<file path="config.mk">
export PLATFORM = sky130hd
export DESIGN_NAME = perceptron_driver_flat
export DESIGN_NICKNAME = d
export VERILOG_FILES = /design/src/rtl/perceptron_driver_if.sv /design/src/rtl/perceptron_driver.sv /design/src/flat_wrapper.sv
export SDC_FILE = /design/constraint.sdc
export NUM_CORES = 1
export LEC_CHECK = 0
export BUFFER_PORTS_ARGS = -buffer_cell sky130_fd_sc_hd__buf_2
export CAP_MARGIN = 20
export CORE_MARGIN = 5
export CORE_UTILIZATION = 40
export DETAILED_ROUTE_END_ITERATION = 10
export GPL_TIMING_DRIVEN = 1
export PLACE_DENSITY = 0.61
export RECOVER_POWER = 25
export SYNTH_ARGS = -nofsm -noshare
export SYNTH_HDL_FRONTEND = slang
export SYNTH_SLANG_ARGS = --single-unit
export TNS_END_PERCENT = 20
</file>
<file path="constraint.sdc">
create_clock -name clk -period 5.8 [get_ports clk]
set_input_delay 0.29 -clock clk [delete_from_list [all_inputs] [get_ports clk]]
set_output_delay 0.29 -clock clk [all_outputs]
set_load 0.05 [all_outputs]
</file>
<file path="src/rtl/perceptron_driver_if.sv">
// Word-protocol bundle between the perceptron_driver (master) and a perceptron core (slave).
interface perceptron_driver_if;
    logic       go;
    logic       update;
    logic       correct;
    logic [5:0] in_val;
    logic [1:0] sel_out;
    logic       done;
    logic       classification;
    logic       sync;
    logic [5:0] out_val;

    modport master (
        output go, update, correct, in_val, sel_out,
        input  done, classification, sync, out_val
    );

    modport slave (
        input  go, update, correct, in_val, sel_out,
        output done, classification, sync, out_val
    );
endinterface

</file>
<file path="src/rtl/perceptron_driver.sv">
// Host-side sequencer for the perceptron core: loads weights, trains for EPOCHS passes over a
// small table, scores one evaluation pass, then reads the trained weights back.
module perceptron_driver #(
    parameter int unsigned DEPTH   = 4,
    parameter int unsigned EPOCHS  = 4,
    parameter int unsigned TIMEOUT = 15
) (
    input  logic                       clk,
    input  logic                       reset_l,
    input  logic                       start,
    input  logic [5:0]                 init_w0,
    input  logic [5:0]                 init_w1,
    input  logic [5:0]                 init_w2,
    input  logic [5:0]                 rate,
    input  logic                       wr_en,
    input  logic [$clog2(DEPTH)-1:0]   wr_addr,
    input  logic [5:0]                 wr_x1,
    input  logic [5:0]                 wr_x2,
    input  logic                       wr_label,
    perceptron_driver_if.master        core,
    output logic                       busy,
    output logic                       finished,
    output logic                       proto_err,
    output logic [$clog2(DEPTH+1)-1:0] mis_count,
    output logic [5:0]                 w0_q,
    output logic [5:0]                 w1_q,
    output logic [5:0]                 w2_q
);
    localparam int unsigned AW = $clog2(DEPTH);
    localparam int unsigned PW = $clog2(EPOCHS + 2);
    localparam int unsigned TW = $clog2(TIMEOUT + 1);
    localparam logic [AW-1:0] IdxLast  = AW'(DEPTH - 1);
    localparam logic [PW-1:0] PassEval = PW'(EPOCHS);
    localparam logic [TW-1:0] WaitLast = TW'(TIMEOUT - 1);

    typedef enum logic [3:0] {
        StIdle, StLw0, StLw1, StLw2, StLn, StLx1, StLx2, StWait,
        StResult, StRb0, StRb1, StRb2, StFin
    } state_e;

    state_e        state_q, state_d;
    logic [5:0]    cfg_w0_q, cfg_w1_q, cfg_w2_q, cfg_rate_q;
    logic [AW-1:0] idx_q;
    logic [PW-1:0] pass_q;
    logic [TW-1:0] wait_q;
    // Entry layout: {label, x2, x1}
    logic [12:0]   table_q [DEPTH];
    logic [12:0]   entry;

    logic       drv_go, drv_update, drv_correct, err_set;
    logic [5:0] drv_in_val;
    logic [1:0] drv_sel;

    always_comb begin
        entry       = table_q[idx_q];
        state_d     = state_q;
        drv_go      = 1'b0;
        drv_in_val  = 6'd0;
        drv_sel     = 2'd0;
        drv_update  = 1'b0;
        drv_correct = 1'b0;
        err_set     = 1'b0;

        // Sample controls stay stable from LX1 until the result is taken.
        if (state_q inside {StLx1, StLx2, StWait, StResult}) begin
            drv_update  = (pass_q < PassEval);
            drv_correct = entry[12];
        end

        unique case (state_q)
            StIdle: if (start) state_d = StLw0;
            StLw0: begin
                drv_go     = 1'b1;
                drv_in_val = cfg_w0_q;
                err_set    = !core.sync;
                state_d    = core.sync ? StLw1 : StFin;
            end
            StLw1: begin
                drv_go     = 1'b1;
                drv_in_val = cfg_w1_q;
                err_set    = !core.sync;
                state_d    = core.sync ? StLw2 : StFin;
            end
            StLw2: begin
                drv_go     = 1'b1;
                drv_in_val = cfg_w2_q;
                err_set    = !core.sync;
                state_d    = core.sync ? StLn : StFin;
            end
            StLn: begin
                drv_go     = 1'b1;
                drv_in_val = cfg_rate_q;
                err_set    = !core.sync;
                state_d    = core.sync ? StLx1 : StFin;
            end
            StLx1: begin
                drv_go     = 1'b1;
                drv_in_val = entry[5:0];
                err_set    = !core.sync;
                state_d    = core.sync ? StLx2 : StFin;
            end
            StLx2: begin
                drv_go     = 1'b1;
                drv_in_val = entry[11:6];
                state_d    = StWait;
            end
            StWait: begin
                if (core.done) begin
                    state_d = StResult;
                end else if (wait_q == WaitLast) begin
                    err_set = 1'b1;
                    state_d = StFin;
                end
            end
            StResult: begin
                if (idx_q != IdxLast || pass_q < PassEval) state_d = StLn;
                else state_d = StRb0;
            end
            StRb0: begin
                drv_sel = 2'd3;
                state_d = StRb1;
            end
            StRb1: begin
                drv_sel = 2'd2;
                state_d = StRb2;
            end
            StRb2: begin
                drv_sel = 2'd1;
                state_d = StFin;
            end
            StFin:   state_d = StIdle;
            default: state_d = StIdle;
        endcase
    end

    always_ff @(posedge clk or negedge reset_l) begin
        if (!reset_l) begin
            state_q    <= StIdle;
            cfg_w0_q   <= 6'd0;
            cfg_w1_q   <= 6'd0;
            cfg_w2_q   <= 6'd0;
            cfg_rate_q <= 6'd0;
            idx_q      <= '0;
            pass_q     <= '0;
            wait_q     <= '0;
            proto_err  <= 1'b0;
            mis_count  <= '0;
            w0_q       <= 6'd0;
            w1_q       <= 6'd0;
            w2_q       <= 6'd0;
        end else begin
            state_q <= state_d;
            wait_q  <= (state_q == StWait) ? wait_q + 1'b1 : '0;
            if (err_set) proto_err <= 1'b1;
            case (state_q)
                StIdle: begin
                    if (start) begin
                        cfg_w0_q   <= init_w0;
                        cfg_w1_q   <= init_w1;
                        cfg_w2_q   <= init_w2;
                        cfg_rate_q <= rate;
                        proto_err  <= 1'b0;
                        mis_count  <= '0;
                        idx_q      <= '0;
                        pass_q     <= '0;
                    end
                end
                StResult: begin
                    if (pass_q == PassEval && core.classification != entry[12]) begin
                        mis_count <= mis_count + 1'b1;
                    end
                    if (idx_q != IdxLast) begin
                        idx_q <= idx_q + 1'b1;
                    end else begin
                        idx_q  <= '0;
                        pass_q <= pass_q + 1'b1;
                    end
                end
                StRb0:   w0_q <= core.out_val;
                StRb1:   w1_q <= core.out_val;
                StRb2:   w2_q <= core.out_val;
                default: ;
            endcase
        end
    end

    // Training table carries no reset; contents are defined only after host writes.
    always_ff @(posedge clk) begin
        if (wr_en && !busy) table_q[wr_addr] <= {wr_label, wr_x2, wr_x1};
    end

    assign busy         = (state_q != StIdle) && (state_q != StFin);
    assign finished     = (state_q == StFin);
    assign core.go      = drv_go;
    assign core.update  = drv_update;
    assign core.correct = drv_correct;
    assign core.in_val  = drv_in_val;
    assign core.sel_out = drv_sel;
endmodule

</file>
<file path="src/flat_wrapper.sv">
// flat-port wrapper written by rule: the top's interface ports become plain ports
module perceptron_driver_flat 
#(
    parameter int unsigned DEPTH   = 4,
    parameter int unsigned EPOCHS  = 4,
    parameter int unsigned TIMEOUT = 15
)
  (clk, reset_l, start, init_w0, init_w1, init_w2, rate, wr_en, wr_addr, wr_x1, wr_x2, wr_label, busy, finished, proto_err, mis_count, w0_q, w1_q, w2_q, core_go, core_update, core_correct, core_in_val, core_sel_out, core_done, core_classification, core_sync, core_out_val);
  perceptron_driver_if core_i ();
  input  logic clk;
  input  logic reset_l;
  input  logic start;
  input  logic [5:0] init_w0;
  input  logic [5:0] init_w1;
  input  logic [5:0] init_w2;
  input  logic [5:0] rate;
  input  logic wr_en;
  input  logic [$clog2(DEPTH)-1:0] wr_addr;
  input  logic [5:0] wr_x1;
  input  logic [5:0] wr_x2;
  input  logic wr_label;
  output logic busy;
  output logic finished;
  output logic proto_err;
  output logic [$clog2(DEPTH+1)-1:0] mis_count;
  output logic [5:0] w0_q;
  output logic [5:0] w1_q;
  output logic [5:0] w2_q;
  output wire logic [$bits(core_i.go)-1:0] core_go;
  output wire logic [$bits(core_i.update)-1:0] core_update;
  output wire logic [$bits(core_i.correct)-1:0] core_correct;
  output wire logic [$bits(core_i.in_val)-1:0] core_in_val;
  output wire logic [$bits(core_i.sel_out)-1:0] core_sel_out;
  input wire logic [$bits(core_i.done)-1:0] core_done;
  input wire logic [$bits(core_i.classification)-1:0] core_classification;
  input wire logic [$bits(core_i.sync)-1:0] core_sync;
  input wire logic [$bits(core_i.out_val)-1:0] core_out_val;
  assign core_go = core_i.go;
  assign core_update = core_i.update;
  assign core_correct = core_i.correct;
  assign core_in_val = core_i.in_val;
  assign core_sel_out = core_i.sel_out;
  assign core_i.done = core_done;
  assign core_i.classification = core_classification;
  assign core_i.sync = core_sync;
  assign core_i.out_val = core_out_val;
  perceptron_driver #(.DEPTH(DEPTH), .EPOCHS(EPOCHS), .TIMEOUT(TIMEOUT)) u_core (.clk(clk), .reset_l(reset_l), .start(start), .init_w0(init_w0), .init_w1(init_w1), .init_w2(init_w2), .rate(rate), .wr_en(wr_en), .wr_addr(wr_addr), .wr_x1(wr_x1), .wr_x2(wr_x2), .wr_label(wr_label), .core(core_i), .busy(busy), .finished(finished), .proto_err(proto_err), .mis_count(mis_count), .w0_q(w0_q), .w1_q(w1_q), .w2_q(w2_q));
endmodule
</file>
# [Word level (Yosys, flattened, before mapping)]
# Memory sizes are Yosys's and may differ from the RTL's.
# Index checks and enable logic that the tools add are counted.
[word_totals] ram_bits=52 regBits=59 mem_count=1 in_bits=52 out_inout_bits=35
[op_classes] muxes=32 eq_ne=21 n_lt_le_gt_ge=1 n_reduce_logical=17 n_addsub=4
[mem_list] memory="u_core.table_q" words=4 word_bits=13 rd=1 rd_ports_with_merged_regs=0 write_ports=1 line_no="perceptron_driver.sv:47" text="logic [12:0] table_q [DEPTH];"
[op_table] op="$pmux W4 S12" count=1
[op_table] op="$mux W4" count=10
[op_table] op="$pmux W6 S6" count=1
[op_table] op="$eq A4 B4 Y1 const B" count=6
[op_table] op="$eq A4 B3 Y1 const B" count=4
[op_table] op="$pmux W3 S2" count=2
[op_table] op="$mux W1" count=10
[op_table] op="$mux W3" count=3
[op_table] op="$eq A4 B2 Y1 const B" count=2
[op_table] op="$ne A2 B2 Y1 const B" count=4
[op_table] op="$reduce_bool A4 Y1" count=2
[op_table] op="$add A3 B1 Y3 const B" count=2
[op_table] op="$pmux W2 S3" count=1
[op_table] op="$reduce_and A2 Y1" count=3
[op_table] op="$reduce_and A3 Y1" count=2
[op_table] op="$reduce_or A6 Y1" count=1
[op_table] op="$reduce_or A5 Y1" count=1
[op_table] op="$add A4 B1 Y4 const B" count=1
[op_table] op="$eq A4 B1 Y1 const B" count=1
[op_table] op="$logic_not A4 Y1" count=1
[op_table] op="$mux W2" count=2
[op_table] op="$ne A4 B4 Y1 const B" count=1
[op_table] op="$pmux W2 S2" count=1
[op_table] op="$eq A3 B3 Y1 const B" count=1
[op_table] op="other kinds (9)" count=12

# [Logic depth before layout (Yosys ltp)]
# Gate-level depths: netlist (run 1).
[depth] depth_word=7 ltp_mapped=7 ltp_nobuf=5

# [Least setup slack after synthesis (run 1)]
# OpenSTA, ideal clock, no wires.
[synth_timing] path_type="reg2out" from="register u_core.state_q[2]" to="output core_go" path_slack_ps=3421 path_stages_with_launch=6 t_required_ps=5510 arrival_ps=2089 cell_sequence="dfrtp_1 -> buf_2 -> buf_2 -> clkbuf_1 -> and3_1 -> nor3_1"
[synth_between] elab_chain_len=3 word_cells_on_any_way=8
[synth_rtl] element="start, declared" line_no="perceptron_driver.sv:41" text="state_e state_q, state_d;"
[synth_rtl] element="start signal, assigned" line_no="perceptron_driver.sv:138" text="state_q <= StIdle;"
[synth_rtl] element="start signal, assigned" line_no="perceptron_driver.sv:152" text="state_q <= state_d;"
[synth_rtl] element="$eq A4 B1 Y1, or another cell as far along" line_no="perceptron_driver.sv:70" text="unique case (state_q)"
[synth_rtl] element="$reduce_or A6 Y1 (no line) (*)"
[synth_rtl] element="$mux W1 (*)" line_no="perceptron_driver.sv:70"
[synth_rtl] element="end, declared" line_no="flat_wrapper.sv:29" text="output wire logic [$bits(core_i.go)-1:0] core_go;"
# Every way passes the cells marked *; elsewhere a longest branch is shown, timed or not.

# [Worst setup path after layout (run 1)]
[layout_timing] from="register u_core.state_q[2]" to="output core_in_val[4]"
[layout_between] elab_chain_len=2 word_cells_on_any_way=7
[layout_rtl] element="$eq A4 B3 Y1, or another cell as far along" line_no="perceptron_driver.sv:70"
[layout_rtl] element="$pmux W6 S6 (*)" line_no="perceptron_driver.sv:70"
[layout_rtl] element="end, declared" line_no="flat_wrapper.sv:32" text="output wire logic [$bits(core_i.in_val)-1:0] core_in_val;"
# Marks and branches as above.

==> impl_metrics.yaml, run 1 <==
logic_synthesis:
  async_flop_share_pct: 53.2
  synth_adder_area_share_pct: 1.55
  synth_area_leaders: "edfxtp_1 (32%), dfrtp_1 (30%), mux2_2 (10%), mux4_2 (5.1%), ha_1 (1.5%)"
  syn_area_um2: 4840
  yosysUniqueCellTypes: 47
  syn_avg_cell_area_um2: 14.8
  yosys.area.top_type: "edfxtp_1"
  synth_warnings: 0
  yosys.area_share.simple_pct: 8.39
  netlist_instances: 328
  synth.area.mux_share_pct: 16.8
  post_synth_xor_area_fraction_pct: 0.723
  synth_top_family_by_area: "multiplexers"
  synth-compound-area-share_pct: 7.54
  yosysTopAreaCellShare_pct: 32.2
  ys_seq_elements: 111
  synth-edff-count: 52
  ys_seq_area_share_pct: 62.7
  syn-num-nets: 386
  synth_flop_cell: "dfrtp_1"
power_and_ir_drop:
  powerDensity_nw_per_um2: 548
  leakage_nw: 2.32
  ir_drop_v: 0.000297
drt:
  wl_met2_um: 4890
  wl_per_cell_um: 18.6
  drc: 0
  vias: 3021
  vias_per_cell: 5.33
  drtIter0Drc: 196
  postRouteAntennaNets: 0
  top_layer: "met5"
  wirelength_um: 10600
  first_pass_iters: 4
  dr_wl_met3_um: 549
  routedLengthMet1_um: 4810
placement:
  port_buffers: 86
  dp_hpwl_um: 7490
  gp_congestion: 0.762
global_route:
  grtUsageTotal_pct: 15.4
  grt_pass1_vias: 3227
  grt-ovfl-total: 0
  antenna_found_initial: 1
  grt_pass1_wl_um: 17000
  grt_max_degree: 60
run_status:
  status: "complete, but fails checks"
  violations: "max-capacitance violations, max-slew violations"
final_layout:
  num-fill-cells: 1090
  drive_gt1_share_pct: 36.4
  finish.utilization_pct: 47.8
  diodes: 0
  nets: 473
  area_delta_synth_final_pct: 18.0
timing:
  worst_pin_slew_ns: 3.16
  fin_setup_tns_ns: 0
  drv_slew: 60
  setup_viol: 0
  skew_ns: 0.0107
  fin_crit_ns: 2.95
  relSlewSlack_pct: -110
  fmax_mhz: 339
  rsz0062_at_grt: "no"
  hold_viol_final: 0
  post-route-period-util_pct: 50.9
min_path:
  hold_class: "in -> reg"
setup_path:
  cp_slowest_cell: "dfrtp_1"
  crit_buf_inv: 1
  cpPeakStageDelay_ns: 0.87
  crit_path_start_kind: "register"
  crit_chain: "nand2b_1 -> nor2_1 -> a22oi_1 -> o211ai_1 -> buf_2"
  crit_required_ns: 5.51
  path_class: "reg -> out"
  crit_family: "flip-flops"
  cp.arrival_ns: 2.66
  endpoint_kind: "primary output"
  cp_max_fo: 27
clocking:
  cts_buffers: 9
  hold_buffers: 0
  cts_buffer_depth: 2
  cts_setup_buffers: 0
  clkTransAtPathRegs_ns: 0.08
  clockRootBuffer: "clkbuf_16"
  cts_resized: 0
  clock_sink_count: 111
  htreeDepth: 3
  clkLatencyLatePin_ns: 0.36
  cts_tree: "done"
floorplan:
  core_area_um2: 12000
  start_util_pct: 40.5
  dieArea_um2: 14400
  rows: 40
  top_level_ports: 87
  die_y_um: 120
  die_w_um: 120
job:
  max_cap_violations: 1
placed cells by master (no fill, tap or decap), drive strengths merged, types with 4 or more instances in the layout:
cell type  count
nand3          8
o211ai         6
a22oi          7
o21ai          7
mux2          43
ha             6
edfxtp        52
dfrtp         59
a21oi          4
inv            9
nand2         14
nor2          20
a221o          4
nor2b          6
mux4          13
buf           77
nor3           8
nand2b         5
clkbuf        24
flip-flops by register name, summed over array words and instances, names as in the netlist:
signal	flops
u_core.pass_q	3
u_core.w1_q	6
u_core.mis_count	3
u_core.cfg_w0_q	6
u_core.proto_err	1
u_core.table_q	52
u_core.cfg_w2_q	6
u_core.w2_q	6
u_core.w0_q	6
u_core.wait_q	4
u_core.cfg_rate_q	6
u_core.state_q	4
u_core.idx_q	2
u_core.cfg_w1_q	6
stage by stage:
stage | total power, mW | area (µm²) | instances | hold WS, ns | setup slack, ns
final | 3.13 | 5720 | 567 | 0.160 | 2.85
after global routing | 3.31 | 5720 | 567 | 0.151 | 2.13
after CTS | 3.17 | 5740 | 567 | 0.111 | 2.90
after detailed placement | 2.53 | 5420 | 551 | 0.479 | 3.07
after global placement | 2.49 | 5400 | 549 | 0.472 | 2.86
after floorplan | 2.21 | 4840 | 328 | -0.00559 | 3.42
Yosys cell counts, types with 4 or more instances:
library cell and n:
a21oi_1 4, a221o_1 4, a22oi_1 7, buf_2 10, dfrtp_1 59, edfxtp_1 52
ha_1 6, inv_1 8, mux2_2 43, mux4_2 11, nand2_1 14, nand2b_1 5
nand3_1 7, nor2_1 18, nor2b_1 6, nor3_1 8, o211ai_1 6, o21ai_0 7
area by class of cell:
class	count	area (µm²)	area share, %
Clock inverter	6	82.6	1.44
Clock buffer	10	229	4.01
Inverter	8	30.0	0.525
Multi-Input combinational cell	194	1700	29.7
Timing Repair Buffer	91	455	7.97
Sequential cell	111	3040	53.2
Tap cell	147	184	3.22
metal layers:
layer  vias up  global-route usage [%]
met1      1500                    20.2
li1       1421                       -
met3        21                    4.67
met2        77                    23.6
met5         -                       0
met4         2                    7.16
path summary, 6_finish.rpt:
| path | from | end | slack, ns | cells after the start |
|---|---|---|---|---|
| setup / recovery | u_core.state_q[2] | core_in_val[4] | 2.85 | 5 |
| hold / removal | init_w0[2] | u_core.cfg_w0_q[2] | 0.16 | 2 |
| setup reg to reg | u_core.state_q[2] | u_core.table_q[0][6] | 3.06 | 4 |
| max in group asynchronous | reset_l | u_core.cfg_rate_q[4] | 2.94 | 2 |
| min in group asynchronous | reset_l | u_core.mis_count[2] | 1.07 | 2 |
| hold reg to reg | u_core.wait_q[0] | u_core.wait_q[0] | 0.49 | 1 |
worst register-to-register path, delay by kind of cell (launching register included):
kind / cells / cell delay (ns)
DFF: 1 / 0.87
buffers and inverters: 1 / 0.33
and+or+nand+nor: 3 / 1.25
logic make-up after synthesis:
family	Yosys count
AO/OA/AOI/OAI	50
XOR/XNOR	4
adder cells (fa/ha/maj)	6
buffers and inverters	23
flip-flops	111
multiplexers	59
AND/OR/NAND/NOR	75
where the power goes:
| part | internal, mW | switching (mW) | total, mW |
|---|---|---|---|
| clock | 0.344 | 0.299 | 0.643 |
| sequential | 1.02 | 0.213 | 1.24 |
| combinational | 0.446 | 0.808 | 1.25 |
| total | 1.81 | 1.32 | 3.13 |
(Power assumes the default switching activity.)
==> run 2, diff against run 1 <==
Clock period 5.8 ns to 2.9 ns, I/O delays scaled along.
==> run 2 against run 1 <==
Net effect:
- the run still ends with max-capacitance violations, max-slew violations left
- die area is the same
- setup slack worse by 2.5 ns
- power is 100% higher
- via count grew 2.0%
- clock power rose by 96%
- critical endpoint unchanged
==> impl_metrics.yaml, run 2 (synthesis gave the netlist of run 1 again) <==
run_status:
  status: "complete, but fails checks"
  violations: "max-capacitance violations, max-slew violations"
clocking:
  cts_buffer_depth: 2
  htreeDepth: 3
  clkTransAtPathRegs_ns: 0.07
  cts_tree: "done"
  clock_sink_count: 111
  clkLatencyLatePin_ns: 0.35
  cts_resized: 0
  cts_buffers: 9
  clockRootBuffer: "clkbuf_16"
setup_path:
  r2r-start: "u_core.state_q[3]"
  crit_chain: "nand2b_1 -> nor2_1 -> a22oi_1 -> o211ai_1 -> buf_2"
  path_class: "reg -> out"
  crit_required_ns: 2.76
  worst-r2r-setup-slack_ns: 0.61
  endpoint_kind: "primary output"
  cp-startpoint: "u_core.state_q[3]"
  crit_family: "simple AND/OR/NAND/NOR gates"
  cp_slowest_cell: "dfrtp_1"
  crit_buf_inv: 1
  cp.arrival_ns: 2.36
  crit_path_start_kind: "register"
  cp_max_fo: 21
  cpPeakStageDelay_ns: 0.63
floorplan:
  rows: 40
  top_level_ports: 87
  die_y_um: 120
  core_area_um2: 12000
  start_util_pct: 40.5
  die_w_um: 120
  dieArea_um2: 14400
drt:
  drtIter0Drc: 232
  vias: 3081
  wl_per_cell_um: 18.2
  postRouteAntennaNets: 0
  drc: 0
  vias_per_cell: 5.28
  wirelength_um: 10600
  first_pass_iters: 4
timing:
  whs_ns: 0.0256
  drv_slew: 39
  hold_viol_final: 0
  worst_slack_ns: 0.393
  post-route-period-util_pct: 86.5
  rsz0062_at_grt: "no"
  worst_pin_slew_ns: 1.65
  setup_viol: 0
  fmax_mhz: 399
  relSlewSlack_pct: -10.1
  fin_crit_ns: 2.51
  skew_ns: 0.00638
  fin_setup_tns_ns: 0
power_and_ir_drop:
  ir_drop_v: 0.000587
  powerDensity_nw_per_um2: 1090
  p_total_mw: 6.35
  leakage_nw: 2.40
global_route:
  grt_max_degree: 47
  grt_pass1_vias: 3230
  grt-ovfl-total: 0
  grt_pass1_wl_um: 17100
  met2_usage_pct: 24.6
  grtUsageTotal_pct: 15.5
  busiest_layer: "met2"
  use_met3_pct: 4.10
  grtUsageMet1_pct: 20.6
  antenna_found_initial: 0
final_layout:
  regMostFlops: "u_core.table_q"
  final_cell_mix: "buf_2 (72), dfrtp_1 (59), edfxtp_1 (52)"
  drive_gt1_share_pct: 38.1
  layout_commonest_cell: "buf_2"
  final_area_um2: 5840
  area_delta_synth_final_pct: 20.5
  num-fill-cells: 1049
  largest_register_ffs: 52
  nets: 489
  diodes: 0
placement:
  port_buffers: 86
  gp_congestion: 0.793
  place_area_um2: 5510
  dp_hpwl_um: 7750
  dpl_worst_slack_ns: 0.653
job:
  max_cap_violations: 1
min_path:
  hp-start: "init_w1[2]"
  hold_class: "in -> reg"
-- run 2: cell type report --
cell class / instances / area (µm²) / area share, %
inverters: 8 / 30.0 / 0.515
well taps: 147 / 184 / 3.15
repair buffers: 107 / 581 / 9.95
multi-input cells: 194 / 1700 / 29.1
clock inverters: 6 / 77.6 / 1.33
flip-flops and latches: 111 / 3040 / 52.1
clock buffers: 10 / 229 / 3.92
-- run 2: per-layer routing --
layer / part of all wire, % / up-vias / wire length, µm
met4: 1.5 / 0 / 157
met2: 48 / 77 / 5070
li1: - / 1462 / -
met3: 5.5 / 12 / 579
met1: 45 / 1530 / 4800
met5: 0 / - / 0
-- run 2: report_power, final --
group,internal [mW],total (mW),switching (mW)
Clock,0.687,1.26,0.577
Combinational,0.965,2.73,1.77
Sequential,2.05,2.36,0.305
-- run 2: final timing paths --
path | end | cells past startpoint
setup / recovery | core_in_val[4] | 5
hold / removal | u_core.cfg_w1_q[2] | 2
setup reg to reg | u_core.table_q[3][7] | 5
hold reg to reg | u_core.wait_q[0] | 1
max in group asynchronous | u_core.w0_q[3] | 4
min in group asynchronous | u_core.pass_q[0] | 2
-- run 2: what timing repair did --
item	4_1_cts	5_1_grt
hold endpoints to repair	4	29
hold buffers	1	1
setup buffers	0	0
endpoints found under the setup margin	0	0
-- run 2: metrics by stage --
| step | instances | util (%) |
|---|---|---|
| CTS | 581 | 48.7 |
| global placement | 564 | 46.1 |
| finish | 583 | 48.8 |
| floorplan | 328 | - |
| global route | 583 | 48.8 |
| detailed placement | 564 | 46.1 |
